## src/rtl/fifo_nibble_packer_if.sv

```systemverilog
// Handshake bundle for the nibble packer: FIFO drain side plus the packed-word
// valid/ready side. The packer uses the master modport, its environment the slave.
interface fifo_nibble_packer_if #(
  parameter int MSBD = 3,
  parameter int NUM  = 4
);
  logic [MSBD:0]                fifoData;
  logic                         fifoEmpty;
  logic                         fifoPop;
  logic                         flush;
  logic [NUM*(MSBD+1)-1:0]      wordOut;
  logic [3:0]                   wordLen;
  logic                         wordValid;
  logic                         wordReady;

  modport master (
    input  fifoData, fifoEmpty, flush, wordReady,
    output fifoPop, wordOut, wordLen, wordValid
  );

  modport slave (
    output fifoData, fifoEmpty, flush, wordReady,
    input  fifoPop, wordOut, wordLen, wordValid
  );
endinterface

```

## src/rtl/fifo_nibble_packer.sv

```systemverilog
// Drains nibbles from the ring-buffer FIFO and packs NUM of them (first popped in
// the LSBs) into a registered valid/ready word; flush emits a zero-padded partial word.
module fifo_nibble_packer #(
  parameter int MSBD = 3,
  parameter int NUM  = 4
) (
  input  logic                  clock,
  input  logic                  resetN,
  fifo_nibble_packer_if.master  bus
);
  localparam int W  = MSBD + 1;
  localparam int WW = NUM * W;
  localparam int AW = (NUM - 1) * W;

  logic [AW-1:0] acc_r;
  logic [3:0]    count_r;
  logic          flush_pend_r;
  logic [WW-1:0] word_out_r;
  logic [3:0]    word_len_r;
  logic          word_valid_r;

  logic          slot_free_s;
  logic          flush_act_s;
  logic          pop_s;
  logic          emit_s;
  logic [3:0]    new_count_s;
  logic [WW-1:0] acc_ext_s;
  logic [WW-1:0] working_s;

  // Pop decision, working word and emit decision for the current cycle.
  always_comb begin
    slot_free_s = ~word_valid_r | bus.wordReady;
    flush_act_s = bus.flush | flush_pend_r;
    // Under back-pressure (or a pending flush) stop once acc holds NUM-1 nibbles.
    pop_s = resetN & ~bus.fifoEmpty &
            (slot_free_s | ((count_r < 4'(NUM - 1)) & ~flush_act_s));
    new_count_s = pop_s ? (count_r + 4'd1) : count_r;
    acc_ext_s = {{W{1'b0}}, acc_r};
    working_s = '0;
    for (int i = 0; i < NUM; i++) begin
      working_s[i*W +: W] = (pop_s && (count_r == 4'(i))) ? bus.fifoData :
                            ((4'(i) < new_count_s) ? acc_ext_s[i*W +: W] : {W{1'b0}});
    end
    emit_s = slot_free_s &
             ((new_count_s == 4'(NUM)) | (flush_act_s & (new_count_s != 4'd0)));
  end

  // Accumulator, sticky flush flag and the registered output word.
  always_ff @(posedge clock or negedge resetN) begin
    if (!resetN) begin
      acc_r        <= '0;
      count_r      <= 4'd0;
      flush_pend_r <= 1'b0;
      word_out_r   <= '0;
      word_len_r   <= 4'd0;
      word_valid_r <= 1'b0;
    end else if (emit_s) begin
      word_out_r   <= working_s;
      word_len_r   <= new_count_s;
      word_valid_r <= 1'b1;
      acc_r        <= '0;
      count_r      <= 4'd0;
      flush_pend_r <= 1'b0;
    end else begin
      // Without an emit newCount stays below NUM, so the top nibble is always zero.
      acc_r   <= working_s[AW-1:0];
      count_r <= new_count_s;
      if (bus.wordReady) begin
        word_valid_r <= 1'b0;
      end else begin
        word_valid_r <= word_valid_r;
      end
      if (flush_act_s && (new_count_s != 4'd0)) begin
        flush_pend_r <= 1'b1;
      end else if (flush_act_s) begin
        flush_pend_r <= 1'b0;
      end else begin
        flush_pend_r <= flush_pend_r;
      end
    end
  end

  assign bus.fifoPop   = pop_s;
  assign bus.wordOut   = word_out_r;
  assign bus.wordLen   = word_len_r;
  assign bus.wordValid = word_valid_r;
endmodule

```

## src/flat_wrapper.sv

```systemverilog
// flat-port wrapper written by rule: the top's interface ports become plain ports
module fifo_nibble_packer_flat 
#(
  parameter int MSBD = 3,
  parameter int NUM  = 4
)
  (clock, resetN, bus_fifoData, bus_fifoEmpty, bus_flush, bus_wordReady, bus_fifoPop, bus_wordOut, bus_wordLen, bus_wordValid);
  fifo_nibble_packer_if #(.MSBD(MSBD), .NUM(NUM)) bus_i ();
  input  logic clock;
  input  logic resetN;
  input wire logic [$bits(bus_i.fifoData)-1:0] bus_fifoData;
  input wire logic [$bits(bus_i.fifoEmpty)-1:0] bus_fifoEmpty;
  input wire logic [$bits(bus_i.flush)-1:0] bus_flush;
  input wire logic [$bits(bus_i.wordReady)-1:0] bus_wordReady;
  output wire logic [$bits(bus_i.fifoPop)-1:0] bus_fifoPop;
  output wire logic [$bits(bus_i.wordOut)-1:0] bus_wordOut;
  output wire logic [$bits(bus_i.wordLen)-1:0] bus_wordLen;
  output wire logic [$bits(bus_i.wordValid)-1:0] bus_wordValid;
  assign bus_i.fifoData = bus_fifoData;
  assign bus_i.fifoEmpty = bus_fifoEmpty;
  assign bus_i.flush = bus_flush;
  assign bus_i.wordReady = bus_wordReady;
  assign bus_fifoPop = bus_i.fifoPop;
  assign bus_wordOut = bus_i.wordOut;
  assign bus_wordLen = bus_i.wordLen;
  assign bus_wordValid = bus_i.wordValid;
  fifo_nibble_packer #(.MSBD(MSBD), .NUM(NUM)) u_core (.clock(clock), .resetN(resetN), .bus(bus_i));
endmodule
```

## config.mk

```make
export PLATFORM = sky130hd
export DESIGN_NAME = fifo_nibble_packer_flat
export DESIGN_NICKNAME = d
export VERILOG_FILES = /design/src/rtl/fifo_nibble_packer_if.sv /design/src/rtl/fifo_nibble_packer.sv /design/src/flat_wrapper.sv
export SDC_FILE = /design/constraint.sdc
export NUM_CORES = 1
export LEC_CHECK = 0
export CELL_PAD_IN_SITES_DETAIL_PLACEMENT = 1
export CELL_PAD_IN_SITES_GLOBAL_PLACEMENT = 1
export CORE_MARGIN = 2
export CORE_UTILIZATION = 40
export CTS_BUF_LIST = sky130_fd_sc_hd__clkbuf_4 sky130_fd_sc_hd__clkbuf_8 sky130_fd_sc_hd__clkbuf_16
export DETAILED_ROUTE_END_ITERATION = 6
export PLACE_DENSITY_LB_ADDON = 0.1
export SYNTH_ARGS = -nofsm -noshare
export SYNTH_HDL_FRONTEND = slang
export SYNTH_SLANG_ARGS = --single-unit
export TNS_END_PERCENT = 50
```

## constraint.sdc

```tcl
create_clock -name clock -period 3.5 [get_ports clock]
set_input_delay 0.35 -clock clock [delete_from_list [all_inputs] [get_ports clock]]
set_output_delay 0.35 -clock clock [all_outputs]
set_load 0.02 [all_outputs]
```

# --- Yosys cells after proc, flatten, opt, wreduce, memory -nomap -nowiden ---
# Index checks and enable logic that the tools add are counted.
word_totals:
  latch_bits: 0
  ram_bits: 0
  word_cells: 51
  mem_count: 0
  rom_bits: 0
  register_bits: 38
  input_bits: 9
classes:
  shift: 0
  n_mul: 0
  n_eq_ne: 4
  n_reduce_logical: 9
  addsub: 1
  n_div: 0
  n_bitwise: 12
  mux: 15
  n_lt_le_gt_ge: 4
op_table:
  columns: ["operator", "n"]
  rows:
  - ["$mux W4", 9]
  - ["$mux W12", 1]
  - ["$eq A4 B2 Y1 const B", 2]
  - ["$lt A1 B4 Y1 const A", 2]
  - ["$and A1 B1 Y1", 5]
  - ["$logic_and A1 B1 Y1", 5]
  - ["$mux W1", 5]
  - ["$add A4 B1 Y4 const B", 1]
  - ["$eq A4 B1 Y1 const B", 1]
  - ["$eq A4 B3 Y1 const B", 1]
  - ["$logic_not A4 Y1", 1]
  - ["$lt A2 B4 Y1 const A", 1]
  - ["$lt A4 B2 Y1 const B", 1]
  - ["$or A1 B1 Y1", 4]
  - ["$reduce_bool A4 Y1", 1]
  - ["$not A1 Y1", 3]
  - ["$reduce_bool A3 Y1", 1]
  - ["$reduce_bool A2 Y1", 1]

# --- Depth between registers and ports, before layout ---
logic_depth:
  depth_word: 11
  ltp_mapped: 8

# --- Least setup slack after synthesis ---
# No wires, ideal clock.
synth_path:
  kind: "register to register"
  start: "register u_core.count_r[0]"
  end: "register u_core.word_len_r[1], in the netlist u_core.bus.wordLen[1]"
  slack_ns: 0.964
  t_required_ns: 3.375
  path_stages_with_launch: 9
  t_arrival_ns: 2.411
  setup_time_ns: 0.125
  synth_period_minus_slack_ns: 2.536
  path_cell_list: "dfrtp_1 -> ha_1 -> nor3_4 -> nand3_2 -> o311a_4 -> nor2_4 -> mux2i_4 -> buf_8 -> mux2_4"
synth_via:
  elab_chain_len: 9
  word_cells_on_any_way: 11
  classes_between: "add/sub: 1; order compare: 1; eq/ne: 1; mux: 1; bitwise: 6; reduce/logical: 1"
synth_lines:
  columns: ["item", "line_no", "rtl"]
  rows:
  - ["from (decl)", "fifo_nibble_packer.sv:16", "logic [3:0] count_r;"]
  - ["from (signal assigned)", "fifo_nibble_packer.sv:67", "count_r <= new_count_s;"]
  - ["$lt A4 B2 Y1", "fifo_nibble_packer.sv:36", "(slot_free_s | ((count_r < 4'(NUM - 1)) & ~flush_act_s));"]
  - ["$and A1 B1 Y1", "fifo_nibble_packer.sv:36", null]
  - ["$or A1 B1 Y1", "fifo_nibble_packer.sv:36", null]
  - ["$and A1 B1 Y1", "fifo_nibble_packer.sv:35", "pop_s = resetN & ~bus.fifoEmpty &"]
  - ["$mux W4 (*)", "fifo_nibble_packer.sv:37", "new_count_s = pop_s ? (count_r + 4'd1) : count_r;"]
  - ["$reduce_bool A4 Y1", "fifo_nibble_packer.sv:45", "((new_count_s == 4'(NUM)) | (flush_act_s & (new_count_s != 4'd0)));"]
  - ["$and A1 B1 Y1", "fifo_nibble_packer.sv:45", null]
  - ["$or A1 B1 Y1", "fifo_nibble_packer.sv:45", null]
  - ["$and A1 B1 Y1", "fifo_nibble_packer.sv:44", "emit_s = slot_free_s &"]
  - ["to (signal assigned)", "fifo_nibble_packer.sv:59", "word_len_r <= new_count_s;"]
  - ["to (decl)", "fifo_nibble_packer.sv:19", "logic [3:0] word_len_r;"]
# Every way passes the cells marked *; elsewhere a longest branch is shown, timed or not.
# A chain may end at the register's enable or synchronous reset.

# --- Final worst setup path ---
layout_path:
  start: "register u_core.count_r[0]"
  end: "register u_core.word_out_r[8], in the netlist u_core.bus.wordOut[8]"
layout_via:
  elab_chain_len: 9
  word_cells_on_any_way: 16
  classes_between: "add/sub: 1; order compare: 2; eq/ne: 2; mux: 3; bitwise: 6; reduce/logical: 2"
layout_lines:
  columns: ["item", "line_no", "rtl"]
  rows:
  - ["branches (longest 9 deep; another with $lt A4 B2 Y1)", null, null]
  - ["to (signal assigned)", "fifo_nibble_packer.sv:58", "word_out_r <= working_s;"]
  - ["to (decl)", "fifo_nibble_packer.sv:18", "logic [WW-1:0] word_out_r;"]
# Parallel ways; which one is timed is not known.

==> reports/qor.txt <==
antenna violations before repair = 0
Synth area leader = dfrtp_1
worst-margin pin slew = 516 ps
Mapped Cells = 171
Vias = 1,410
CP required = 3680 ps
DIE HEIGHT = 73.6 um
Core Area = 4690 um^2
post-CTS sizing = 0
starting density of the core = 41.3%
Yosys Warn Count = 0
Final Cycle Share = 80.6%
area share of the largest cell type after synthesis = 49.1%
clock tree buffer depth = 2
Cells after DPL = 253
Routed WL = 4490 um
crit-path max FO = 31
RR Startpoint = u_core.count_r[0]
max incr delay on CP = 480 ps
Placed Area = 2290 um^2
Final Max Slew Viols = 0
worst hold slack = 160 ps
crit-path leading delay family = multiplexers
final instance area = 2400 um^2
P_leak = 0.00111 uW
final worst path period need = 2820 ps
Max Cap Violations = 0
Synth Cell Area = 1940 um^2
Sink Count = 38
Hold Violations, Final = 0
combined area of the multi-input logic cells = 886 um^2
ranking of synthesized cells by area = dfrtp_1 (49%), mux2i_1 (9.3%), mux2_2 (4.1%)
number of hold buffers added after CTS = 0
fin nets = 219
relative slew slack = 65.1%
Filler Cell Count = 507
Reg area = 951 um^2
end-of-flow core utilization = 51.1%
die width = 73.6 um
data arrival time of the critical path = 3000 ps
status = complete, no violations
routed vias/inst = 5.40
FP Rows = 25
critical-path cell with the highest stage delay = dfrtp_1
CP startpoint kind = flop
Fmax = 355 MHz
Pwr Density = 752 nW/um^2
GPL Wtd Cong = 0.832
GRT overflow = 0
CTS Root Cell = clkbuf_8
cts bufs inserted = 5
critical path depth in cells = 8
CTS tree = yes
H-tree depth = 2
synthesized flop and latch total = 38
Seq/Total Area, Yosys = 49.1%
Reg2Reg Depth = 8
synthesis-to-layout area growth = 23.8%
Setup Fix Bufs, Post-CTS = 0
global-route wire length before repair = 7940 um
Global Route Usage Sum = 19.8%
Post-DRT Antenna Nets = 0
most frequent cells in the layout = dfrtp_1 (38), clkdlybuf4s50_1 (29), mux2i_1 (18)
First DRT Iteration DRCs = 89
Non-Filler Instances = 261
Die ar. = 5410 um^2
largest net degree at the start of global routing = 39
vias in the first global route = 1,555
clk_skew = 5.67 ps
IO Count = 31
Worst-Skew Late Latency = 290 ps
CP Capture Type = flop
number of diodes = 0
fraction of final layout cells sized beyond drive strength 1 = 15.0%
Synth cell types = 42
mean post-synth cell area = 11.3 um^2
Syn Nets = 184
Post-DP HPWL = 3320 um
worst setup path class = flop to flop
crit-path cells = ha_1 > nor3_4 > nand3_2 > o311a_4 > nor2_4 > mux2i_4 > buf_12 > mux2_2
unrepaired setup endpoints after global routing = false
final setup fails = 0
most common cell after layout, fill and taps aside = dfrtp_1
setup TNS = 0 ps
DR DRC count = 0
Hold Path Class = input pin to async pin
Peak VDD IR = 0.298 mV
Pre-antenna DRT Iters = 4
worst path bufs/invs = 1
Reg clk slew, reported paths = 70 ps
Critical Path Start = u_core.count_r[0]
Routed wire per std cell = 17.2 um
# port buffers = 30
layer usage:
layer	vias up	wire length [um]	track usage [%]
met5	-	0	0
met4	0	72	8.48
met3	6	114	3.02
met2	24	2230	31.1
met1	713	2080	27.1
li1	667	-	-
cells by family (layout without fill, tap and decap cells):
| logic type | count (synthesis) | count (layout) | share of synthesized area, % |
|---|---|---|---|
| AOI/OAI and AO/OA | 17 | 17 | 7.75 |
| xor gates and xnor gates | 4 | 4 | 1.81 |
| adders and majority gates | 4 | 4 | 2.58 |
| buffers and inverters | 19 | 55 | 5.17 |
| DFF | 38 | 38 | 49.1 |
| muxes | 30 | 30 | 17.6 |
| and+or+nand+nor | 59 | 59 | 16.0 |
cells in the mapped netlist:
| cell type | n |
|---|---|
| a41oi_1 | 1 |
| and3_1 | 2 |
| a31o_2 | 1 |
| nand2b_1 | 2 |
| o31a_1 | 1 |
| nor2b_1 | 2 |
| nor2_4 | 2 |
| nor2_1 | 17 |
| and2_1 | 1 |
| or3_1 | 1 |
| mux2_4 | 4 |
| buf_2 | 1 |
| inv_1 | 14 |
| a41o_1 | 1 |
| mux2i_1 | 18 |
| nand3_1 | 4 |
| a211o_1 | 1 |
| o2111a_1 | 1 |
| nor3_1 | 9 |
| buf_8 | 1 |
| mux2_2 | 7 |
| a211oi_1 | 1 |
| xnor2_1 | 2 |
| buf_6 | 2 |
| o2111ai_1 | 1 |
| a22oi_1 | 4 |
| mux2i_4 | 1 |
| dfrtp_1 | 38 |
| ha_1 | 4 |
| o31ai_1 | 1 |
| and2b_1 | 1 |
| xor2_1 | 2 |
| o21a_1 | 1 |
| nand2_1 | 13 |
| a31oi_1 | 1 |
| or4_1 | 2 |
| o311a_4 | 1 |
| nor3_4 | 1 |
| o21ai_0 | 1 |
| nor3_2 | 1 |
| nand3_2 | 1 |
| clkbuf_2 | 1 |
worst register-to-register path, delay by kind of cell (launching register included):
family,cells,cell delay (ps)
compound gates,1,350
simple gates,3,580
mux,2,740
fa+ha+maj,1,320
buf+inv,1,250
flops,1,480
area by class of cell:
| type | instances | share of cell area [%] |
|---|---|---|
| tap | 54 | 2.82 |
| timing repair buffer | 33 | 13.8 |
| inverter | 14 | 2.19 |
| multi-input combinational | 114 | 37.0 |
| sequential | 38 | 39.7 |
| clock buffer | 8 | 4.59 |
path summary, 6_finish.rpt:
kind,slack (ps),endpoint
setup reg to reg,680,u_core.bus.wordOut[8]
setup / recovery,680,u_core.bus.wordOut[8]
min in group clock,520,u_core.bus.wordOut[11]
hold reg to reg,520,u_core.bus.wordOut[11]
hold / removal,160,u_core.bus.wordOut[5]
max in group asynchronous,3000,u_core.acc_r[3]
report_power, final:
| group | internal [uW] | leakage [uW] | switching [uW] |
|---|---|---|---|
| Sequential | 533 | 0.000521 | 71.9 |
| Combinational | 378 | 0.000531 | 466 |
| Clock | 199 | 0.0000575 | 155 |
| Total | 1110 | 0.00111 | 693 |
registers in the layout (all words and copies together), names as in the netlist:
| name | cells |
|---|---|
| u_core.acc_r | 12 |
| u_core.bus.wordLen | 4 |
| u_core.bus.wordOut | 16 |
| u_core.bus.wordValid | 1 |
| u_core.count_r | 4 |
| u_core.flush_pend_r | 1 |
metrics by stage:
| step | setup WS (ps) | total power [uW] |
|---|---|---|
| final | 681 | 1800 |
| after global placement | 722 | 1440 |
| after detailed placement | 658 | 1460 |
| after global routing | 494 | 1930 |
| after CTS | 656 | 1830 |
| after floorplan | 964 | 1190 |
(Power assumes the default switching activity.)
